$ cat config.mk
export PLATFORM = sky130hd
export DESIGN_NAME = adc_round_sched
export DESIGN_NICKNAME = d
export VERILOG_FILES = /design/src/rtl/game_pkg.sv /design/src/rtl/tick_gen.sv /design/src/rtl/adc_round_sched.sv
export SDC_FILE = /design/constraint.sdc
export NUM_CORES = 1
export LEC_CHECK = 0
export BUFFER_PORTS_ARGS = -buffer_cell sky130_fd_sc_hd__buf_2
export CAP_MARGIN = 5
export CELL_PAD_IN_SITES_DETAIL_PLACEMENT = 1
export CELL_PAD_IN_SITES_GLOBAL_PLACEMENT = 1
export CORE_MARGIN = 8
export CORE_UTILIZATION = 44
export DETAILED_ROUTE_END_ITERATION = 8
export PLACE_DENSITY_LB_ADDON = 0.1
export SLEW_MARGIN = 25
export SYNTH_ARGS = -nofsm -noshare
export SYNTH_HDL_FRONTEND = slang
export SYNTH_HIERARCHICAL = 1
export SYNTH_SLANG_ARGS = --single-unit
export TNS_END_PERCENT = 30
$ cat constraint.sdc
create_clock -name clk -period 5.1 [get_ports clk]
set_input_delay 1.02 -clock clk [delete_from_list [all_inputs] [get_ports clk]]
set_output_delay 1.02 -clock clk [all_outputs]
set_load 0.01 [all_outputs]
$ cat src/rtl/game_pkg.sv
// Shared types and constants for the game pacing and ADC scheduling logic.
package game_pkg;

  localparam int DATA_W_DEFAULT = 12;

  typedef enum logic [2:0] {
    IDLE,
    WAIT_TICK,
    REQ_P1,
    REQ_P2,
    STEP
  } sched_state_t;

  localparam logic CH_P1       = 1'b0;
  localparam logic CH_P2       = 1'b1;
  localparam logic MODE_SINGLE = 1'b0;
  localparam logic MODE_MULTI  = 1'b1;

endpackage

$ cat src/rtl/tick_gen.sv
// Free-running period counter: one-cycle tick every TICK_CYCLES clocks while en is high.
// Held at zero when disabled, so the first tick lands TICK_CYCLES cycles after en rises.
module tick_gen #(
  parameter int TICK_CYCLES = 100000
) (
  input  logic clk,
  input  logic reset,
  input  logic en,
  output logic tick
);

  localparam int CW = (TICK_CYCLES > 1) ? $clog2(TICK_CYCLES) : 1;
  localparam logic [CW-1:0] LAST = CW'(TICK_CYCLES - 1);

  logic [CW-1:0] cnt;

  always_ff @(posedge clk) begin
    if (!reset) begin
      cnt <= '0;
    end else if (!en || cnt == LAST) begin
      cnt <= '0;
    end else begin
      cnt <= cnt + CW'(1);
    end
  end

  assign tick = en && (cnt == LAST);

endmodule

$ cat src/rtl/adc_round_sched.sv
// Shares the board ADC between P1/P2 once per game tick and emits a step strobe per good round.
// step follows the last adc_valid by one cycle; adc_req is held until adc_valid or timeout.
module adc_round_sched
  import game_pkg::*;
#(
  parameter int DATA_W         = DATA_W_DEFAULT,
  parameter int TICK_CYCLES    = 100000,
  parameter int TIMEOUT_CYCLES = 1023
) (
  input  logic              clk,
  input  logic              reset,
  input  logic              mode,
  input  logic              start,
  input  logic              stop,
  output logic              adc_req,
  output logic              adc_ch,
  input  logic              adc_valid,
  input  logic [DATA_W-1:0] adc_data,
  output logic [DATA_W-1:0] p1data,
  output logic [DATA_W-1:0] p2data,
  output logic              step,
  output logic              running,
  output logic              err_timeout,
  output logic              err_overrun
);

  localparam int TW = $clog2(TIMEOUT_CYCLES + 1);
  localparam logic [TW-1:0] TO_LAST = TW'(TIMEOUT_CYCLES - 1);

  sched_state_t  state, state_nxt;
  logic          tick;
  logic          mode_r;
  logic          stop_pending;
  logic [TW-1:0] to_cnt;
  logic          in_req;
  logic          to_expire;
  logic          stop_now;

  tick_gen #(
    .TICK_CYCLES(TICK_CYCLES)
  ) u_tick_gen (
    .clk  (clk),
    .reset(reset),
    .en   (running),
    .tick (tick)
  );

  assign in_req    = (state == REQ_P1) || (state == REQ_P2);
  // A valid arriving on the last allowed cycle still counts as a good sample.
  assign to_expire = in_req && !adc_valid && (to_cnt == TO_LAST);
  assign stop_now  = stop_pending || stop;

  always_ff @(posedge clk) begin
    if (!reset) begin
      state <= IDLE;
    end else begin
      state <= state_nxt;
    end
  end

  always_comb begin
    state_nxt = state;
    case (state)
      IDLE: begin
        if (start) state_nxt = WAIT_TICK;
      end
      WAIT_TICK: begin
        if (stop)      state_nxt = IDLE;
        else if (tick) state_nxt = REQ_P1;
      end
      REQ_P1: begin
        if (adc_valid)      state_nxt = (mode_r == MODE_MULTI) ? REQ_P2 : STEP;
        else if (to_expire) state_nxt = stop_now ? IDLE : WAIT_TICK;
      end
      REQ_P2: begin
        if (adc_valid)      state_nxt = STEP;
        else if (to_expire) state_nxt = stop_now ? IDLE : WAIT_TICK;
      end
      STEP: begin
        state_nxt = stop_now ? IDLE : WAIT_TICK;
      end
      default: state_nxt = IDLE;
    endcase
  end

  always_comb begin
    adc_req = 1'b0;
    adc_ch  = CH_P1;
    step    = 1'b0;
    running = (state != IDLE);
    case (state)
      REQ_P1: begin
        adc_req = 1'b1;
        adc_ch  = CH_P1;
      end
      REQ_P2: begin
        adc_req = 1'b1;
        adc_ch  = CH_P2;
      end
      STEP:    step = 1'b1;
      default: ;
    endcase
  end

  always_ff @(posedge clk) begin
    if (!reset) begin
      mode_r       <= MODE_SINGLE;
      stop_pending <= 1'b0;
      p1data       <= '0;
      p2data       <= '0;
      err_timeout  <= 1'b0;
      err_overrun  <= 1'b0;
      to_cnt       <= '0;
    end else begin
      if (state == WAIT_TICK && state_nxt == REQ_P1) mode_r <= mode;

      if (state == IDLE)                           stop_pending <= 1'b0;
      else if (stop && (in_req || state == STEP)) stop_pending <= 1'b1;

      if (state == REQ_P1 && adc_valid) p1data <= adc_data;
      if (state == REQ_P2 && adc_valid) p2data <= adc_data;

      if (to_expire) err_timeout <= 1'b1;
      // Ticks that land mid-round are dropped; the free-running period keeps the schedule fixed.
      if (tick && state != WAIT_TICK) err_overrun <= 1'b1;

      to_cnt <= (in_req && state_nxt == state) ? to_cnt + TW'(1) : '0;
    end
  end

endmodule

==> flow_metrics.py, run 1 <==
metrics = {
    "run_status": {
        "status": "finished, final reports clean",
    },
    "grt": {
        "overflow": 0,
        "grtUsageTotal_pct": 15.45,
        "antenna_found_initial": 0,
        "grt_max_degree": 21,
        "grt_pass1_vias": 2214,
        "grt_pass1_wl_um": 10800,
    },
    "cts": {
        "cts_root_buffer": "clkbuf_8",
        "clkLatencyLatePin_ns": 0.33,
        "postCtsHoldBufs": 0,
        "cts_buffer_depth": 2,
        "cts_buffers": 9,
        "clock_sinks": 58,
        "cts_setup_buffers": 0,
        "cts_tree": "done",
        "cts_resized": 0,
        "path_clk_slew_ns": 0.06,
        "cts_max_level": 3,
    },
    "die": {
        "die-area_sq_mm": 0.008418,
        "pin_count": 48,
        "fp.coreArea_sq_mm": 0.005540,
        "die_y_um": 91.75,
        "die_width_um": 91.75,
        "fp-row-count": 27,
        "start_util_pct": 45.57,
    },
    "setup_path": {
        "cp-endpoint": "adc_ch",
        "r2r-start": "u_tick_gen/cnt[0]",
        "cp-end-kind": "primary output",
        "critical-path-top-delay-family": "simple AND/OR/NAND/NOR gates",
        "worst_r2r_endpoint": "state[0]",
        "crit_arrival_ns": 1.58,
        "path_cells": "nor2b_1 -> and2_1 -> buf_2",
        "crit_fanout": 10,
        "startpoint": "state[1]",
        "start_kind": "register",
        "crit_type": "reg2out",
        "cp_slowest_cell": "nor2b_1",
        "crit_required_ns": 4.08,
        "ff2ff_setup_slack_ns": 2.91,
        "ff2ff_path_depth": 8,
        "cp_num_buf_inv": 1,
        "cp_num_cells": 3,
        "max_stage_delay_ns": 0.50,
    },
    "place": {
        "dp.cells": 393,
        "portBuffers": 47,
        "place_area_sq_mm": 0.002780,
        "post-place-ws_ns": 2.799,
        "place_congestion": 0.7819,
        "dpl.hpwl_um": 4476,
    },
    "worst_hold_path": {
        "hold_path.class": "reg2reg",
    },
    "sta": {
        "setup_slack_ns": 2.499,
        "skew_ns": 0.003303,
        "finalSetupViolCount": 0,
        "worstMarginPinSlew_ns": 0.6708,
        "fin_hold_ws_ns": 0.4535,
        "slew_headroom_pct": 55.23,
        "fin_crit_ns": 2.601,
        "rsz0062_at_grt": "no",
        "drv_slew": 0,
        "period_share_pct": 50.99,
        "setup_tns_ns": 0,
        "hold_viol": 0,
        "fmax_mhz": 384.5,
    },
    "power_and_ir_drop": {
        "p_total_mw": 0.8911,
        "peakVddDrop_uv": 142.7,
        "power-per-cell-area_mw_per_mm2": 300.5,
        "leakagePower_nw": 1.092,
    },
    "detailed_routing": {
        "first_pass_iters": 4,
        "final_antenna_net_count": 0,
        "wire_per_inst_um": 15.24,
        "drt_iter0_drc": 66,
        "wl_um": 6216,
        "viasPerCell": 5.235,
        "vias": 2136,
        "drc": 0,
    },
    "finish": {
        "diodes": 0,
        "finalInstanceArea_sq_mm": 0.002965,
        "multi_input_comb_area_sq_mm": 0.001271,
        "regArea_sq_mm": 0.001161,
        "area_delta_synth_final_pct": 17.44,
        "final_core_util_pct": 53.52,
        "drive_above_1_share_pct": 23.21,
        "final_nets": 353,
        "stdcell_count": 408,
        "fill_cells": 711,
    },
    "flow_run": {
        "max_cap_viol_count": 0,
    },
    "synthesis": {
        "netlist_area_sq_mm": 0.002525,
        "synthArstFlopShare_pct": 0,
        "yosys-top-cells-area": "dfxtp_1, nand2_1, a21oi_1",
        "synthFlopType": "dfxtp_1",
        "synth_edf_count": 0,
        "synth_top_area_cell": "dfxtp_1",
        "synth_most_common_cell": "nand2_1",
        "ys_seq_area_share_pct": 45.99,
        "synth_top_area_share_pct": 45.99,
        "yosysWarnings": 6,
        "synth-seq-cells": 58,
        "ys_top_cells_by_count": "nand2_1, dfxtp_1, nor2_1, a21oi_1",
        "synth_cell_type_count": 46,
        "synthCells": 285,
        "avgSynthCellArea_sq_um": 8.859,
        "synth_nets": 306,
    },
}
area by class of cell:
class                   count  share of cell area [%]
repair buffers             47                   7.933
inverters                   6                  0.7595
multi-input cells         210                   42.87
flip-flops and latches     58                   39.16
clock buffers              12                   4.895
well taps                  72                   3.038
clock inverters             3                   1.350
cell families after synthesis:
kind of cell / count (synthesis) / share of synthesized area (%)
and+or+nand+nor: 144 / 31.07
adders and majority gates: 3 / 1.487
buffers and inverters: 17 / 3.667
DFF: 58 / 45.99
AOI/OAI and AO/OA: 41 / 10.06
muxes: 2 / 0.7929
xor gates and xnor gates: 20 / 6.937
power by group:
group	internal (mW)	switching (mW)	leakage, nW
logic	0.00966	0.0155	0.528
clock network	0.235	0.174	0.0962
registers	0.454	0.00236	0.467
total	0.699	0.192	1.09
layout by cell type (no fill, tap or decap), types with 2 or more instances in the layout:
cell type / instances
nand2_1: 60
dfxtp_1: 58
buf_2: 47
nor2_1: 24
a21oi_1: 21
nand3_1: 10
xnor2_1: 10
nor3_2: 10
xor2_1: 10
clkbuf_8: 10
a21boi_0: 7
inv_1: 6
nand4_1: 6
and2_1: 5
o21ai_0: 4
nor3_1: 4
nand4b_1: 3
o31ai_1: 3
ha_1: 3
nor4_1: 3
or3_1: 2
mux2i_1: 2
and4_1: 2
clkbuf_1: 2
clkinv_2: 2
or4b_1: 2
sequential cells by signal (all words and copies together), names as in the netlist:
signal and flops:
to_cnt 10, state 3, err_overrun 1, mode_r 1, p2data 12, stop_pending 1
err_timeout 1, u_tick_gen/cnt 17, p1data 12
worst reg2reg max path, delay by kind of cell, from the launching register on:
kind / cells / cell delay (ns)
and+or+nand+nor: 4 / 0.89
AOI/OAI and AO/OA: 2 / 0.42
DFF: 1 / 0.40
adders and majority gates: 1 / 0.25
muxes: 1 / 0.14
routing by layer:
metal	wire, um	up-vias	track usage, %
met5	0	-	0
met4	97	0	7.517
met3	319	8	4.971
met2	2839	37	24.25
met1	2960	1013	18.71
li1	-	1078	-
how the worst min path moves through the flow:
stage                      startpoint           endpoint  cells past startpoint
finish                     p1data[11]         p1data[11]                      2
global route                p1data[1]          p1data[1]                      2
CTS                         p2data[2]          p2data[2]                      2
detailed placement          p2data[2]          p2data[2]                      2
global placement            p2data[7]          p2data[7]                      2
floorplan           u_tick_gen/cnt[0]  u_tick_gen/cnt[0]                      1
Power figures use the tool's default switching activity.
==> run 2, diff against run 1 <==
--- a/config.mk
+++ b/config.mk
@@ -10,7 +10,7 @@
 export CELL_PAD_IN_SITES_DETAIL_PLACEMENT = 1
 export CELL_PAD_IN_SITES_GLOBAL_PLACEMENT = 1
 export CORE_MARGIN = 8
-export CORE_UTILIZATION = 44
+export CORE_UTILIZATION = 41
 export DETAILED_ROUTE_END_ITERATION = 8
 export PLACE_DENSITY_LB_ADDON = 0.1
 export SLEW_MARGIN = 25
==> constraint.sdc (replaced) <==
create_clock -name clk -period 2.6 [get_ports clk]
set_input_delay 0.52 -clock clk [delete_from_list [all_inputs] [get_ports clk]]
set_output_delay 0.52 -clock clk [all_outputs]
set_load 0.01 [all_outputs]
==> flow_metrics.py, run 2 (synthesis gave the netlist of run 1 again) <==
metrics = {
    "setup_path": {
        "r2r-start": "u_tick_gen/cnt[12]",
        "startpoint": "u_tick_gen/cnt[12]",
        "ff2ff_path_depth": 7,
        "cp-end-kind": "register",
        "cp-endpoint": "state[0]",
        "cp_slowest_cell": "or4b_1",
        "worst_r2r_endpoint": "state[0]",
        "max_stage_delay_ns": 0.53,
        "crit_arrival_ns": 2.45,
        "crit_type": "reg2reg",
        "path_cells": "or4b_1 -> nor4_1 -> and2_1 -> nor2_1 -> mux2i_1 -> o31ai_1 -> a221o_1",
        "critical-path-top-delay-family": "simple AND/OR/NAND/NOR gates",
        "cp_num_buf_inv": 0,
        "crit_fanout": 4,
        "ff2ff_setup_slack_ns": 0.37,
        "cp_num_cells": 7,
        "start_kind": "register",
        "crit_required_ns": 2.82,
    },
    "sta": {
        "period_share_pct": 85.62,
        "fin_crit_ns": 2.226,
        "skew_ns": 0.008725,
        "setup_tns_ns": 0,
        "drv_slew": 0,
        "hold_viol": 0,
        "fmax_mhz": 449.2,
        "worstMarginPinSlew_ns": 0.6304,
        "rsz0062_at_grt": "no",
        "finalSetupViolCount": 0,
        "slew_headroom_pct": 57.92,
    },
    "die": {
        "fp.coreArea_sq_mm": 0.005921,
        "start_util_pct": 42.65,
        "pin_count": 48,
        "fp-row-count": 28,
        "die_width_um": 94.48,
        "die-area_sq_mm": 0.008926,
        "die_y_um": 94.48,
    },
    "power_and_ir_drop": {
        "clkPwrFrac_pct": 41.7,
        "p_total_mw": 1.621,
        "power-per-cell-area_mw_per_mm2": 549.3,
        "switching_share_pct": 23.26,
        "peakVddDrop_uv": 288.8,
        "leakagePower_nw": 1.088,
        "combinationalPowerShare_pct": 3.0,
        "p_seq_share_pct": 55.3,
        "p_sw_mw": 0.3770,
        "internal_power_mw": 1.244,
    },
    "detailed_routing": {
        "met2_wirelength_um": 2771,
        "first_pass_iters": 4,
        "viasPerCell": 5.121,
        "wl_met1_um": 2805,
        "wire_per_inst_um": 14.74,
        "drt_iter0_drc": 53,
        "drc": 0,
        "final_antenna_net_count": 0,
        "vias": 2115,
        "wl_met3_um": 384,
        "wl_um": 6088,
        "dr.max_layer_used": "met4",
    },
    "finish": {
        "final_nets": 355,
        "final_common_cell": "nand2_1",
        "largest_reg_flops": 17,
        "fill_cells": 747,
        "largestRegisters": "u_tick_gen/cnt x17, p1data x12, p2data x12",
        "area_delta_synth_final_pct": 16.85,
        "finalInstanceArea_sq_mm": 0.002950,
        "drive_above_1_share_pct": 23.67,
        "final_cell_mix": "nand2_1, dfxtp_1, buf_2",
        "regMostFlops": "u_tick_gen/cnt",
        "diodes": 0,
        "stdcell_count": 413,
    },
    "cts": {
        "cts_tree": "done",
        "cts_setup_buffers": 0,
        "clock_sinks": 58,
        "cts_buffer_depth": 2,
        "cts_max_level": 3,
        "clkLatencyLatePin_ns": 0.34,
        "postCtsHoldBufs": 0,
        "cts_resized": 0,
        "cts_root_buffer": "clkbuf_8",
        "cts_buffers": 9,
        "path_clk_slew_ns": 0.07,
    },
    "place": {
        "place_area_sq_mm": 0.002799,
        "place_congestion": 0.8130,
        "dp.cells": 398,
        "portBuffers": 47,
        "dpl.hpwl_um": 4372,
    },
    "grt": {
        "grt_pass1_vias": 2133,
        "grtUsageTotal_pct": 14.40,
        "grt_max_degree": 21,
        "antenna_found_initial": 0,
        "overflow": 0,
        "grt_pass1_wl_um": 10130,
    },
    "flow_run": {
        "max_cap_viol_count": 0,
    },
    "run_status": {
        "status": "finished, final reports clean",
    },
    "worst_hold_path": {
        "hold_path.class": "in2reg",
    },
}
[run 2: cell types whose count changed in the layout (fill, tap and decap cells not counted)]
| cell | previous run | this run |
|---|---|---|
| clkbuf_8 | 10 | 9 |
| buf_4 | 0 | 2 |
| bufinv_16 | 1 | 0 |
| clkinv_2 | 2 | 4 |
[run 2: routing by layer]
layer | vias up | GRT usage, %
li1 | 1074 | -
met1 | 992 | 16.87
met2 | 39 | 23.00
met3 | 10 | 4.286
met4 | 0 | 8.192
met5 | - | 0
[run 2: worst register-to-register path, delay by kind of cell (launching register included)]
family | cells | cell delay [ns]
and+or+nand+nor | 4 | 1.21
AOI/OAI and AO/OA | 2 | 0.45
DFF | 1 | 0.33
muxes | 1 | 0.13
[run 2: area by class of cell]
class	instances	area, sq um	share of cell area [%]
timing repair buffer	49	250.2	8.482
clock inverter	4	20.02	0.6785
tap	75	93.84	3.181
sequential	58	1161	39.36
inverter	6	22.52	0.7634
multi-input combinational	210	1271	43.09
clock buffer	11	131.4	4.453
[run 2: metrics by stage]
step / worst slack [ns] / hold slack, ns / util, %
detailed placement: 0.3628 / 0.4467 / 47.27
global route: 0.2270 / 0.4342 / 49.83
CTS: 0.3516 / 0.4111 / 49.83
floorplan: 0.6382 / 0.4406 / -
finish: 0.3739 / 0.4263 / 49.83
global placement: 0.4880 / 0.4381 / 47.27
[run 2: worst min-delay path by stage]
stage	slack [ns]	cells past startpoint	end	from
floorplan	0.44	1	u_tick_gen/cnt[0]	u_tick_gen/cnt[0]
global placement	0.44	2	p2data[11]	p2data[11]
detailed placement	0.45	2	p2data[10]	p2data[10]
CTS	0.41	3	mode_r	mode
global route	0.43	3	mode_r	mode
finish	0.43	3	mode_r	mode
[run 2: power groups by stage]
stage | Sequential [mW] | Combinational, mW | Clock (mW)
2_1_floorplan | 0.912 | 0.0275 | 0
3_3_place_gp | 0.915 | 0.0488 | 0
3_5_place_dp | 0.915 | 0.0495 | 0
4_1_cts | 0.895 | 0.0498 | 0.704
5_1_grt | 0.895 | 0.0549 | 0.739
6_report | 0.896 | 0.0486 | 0.676
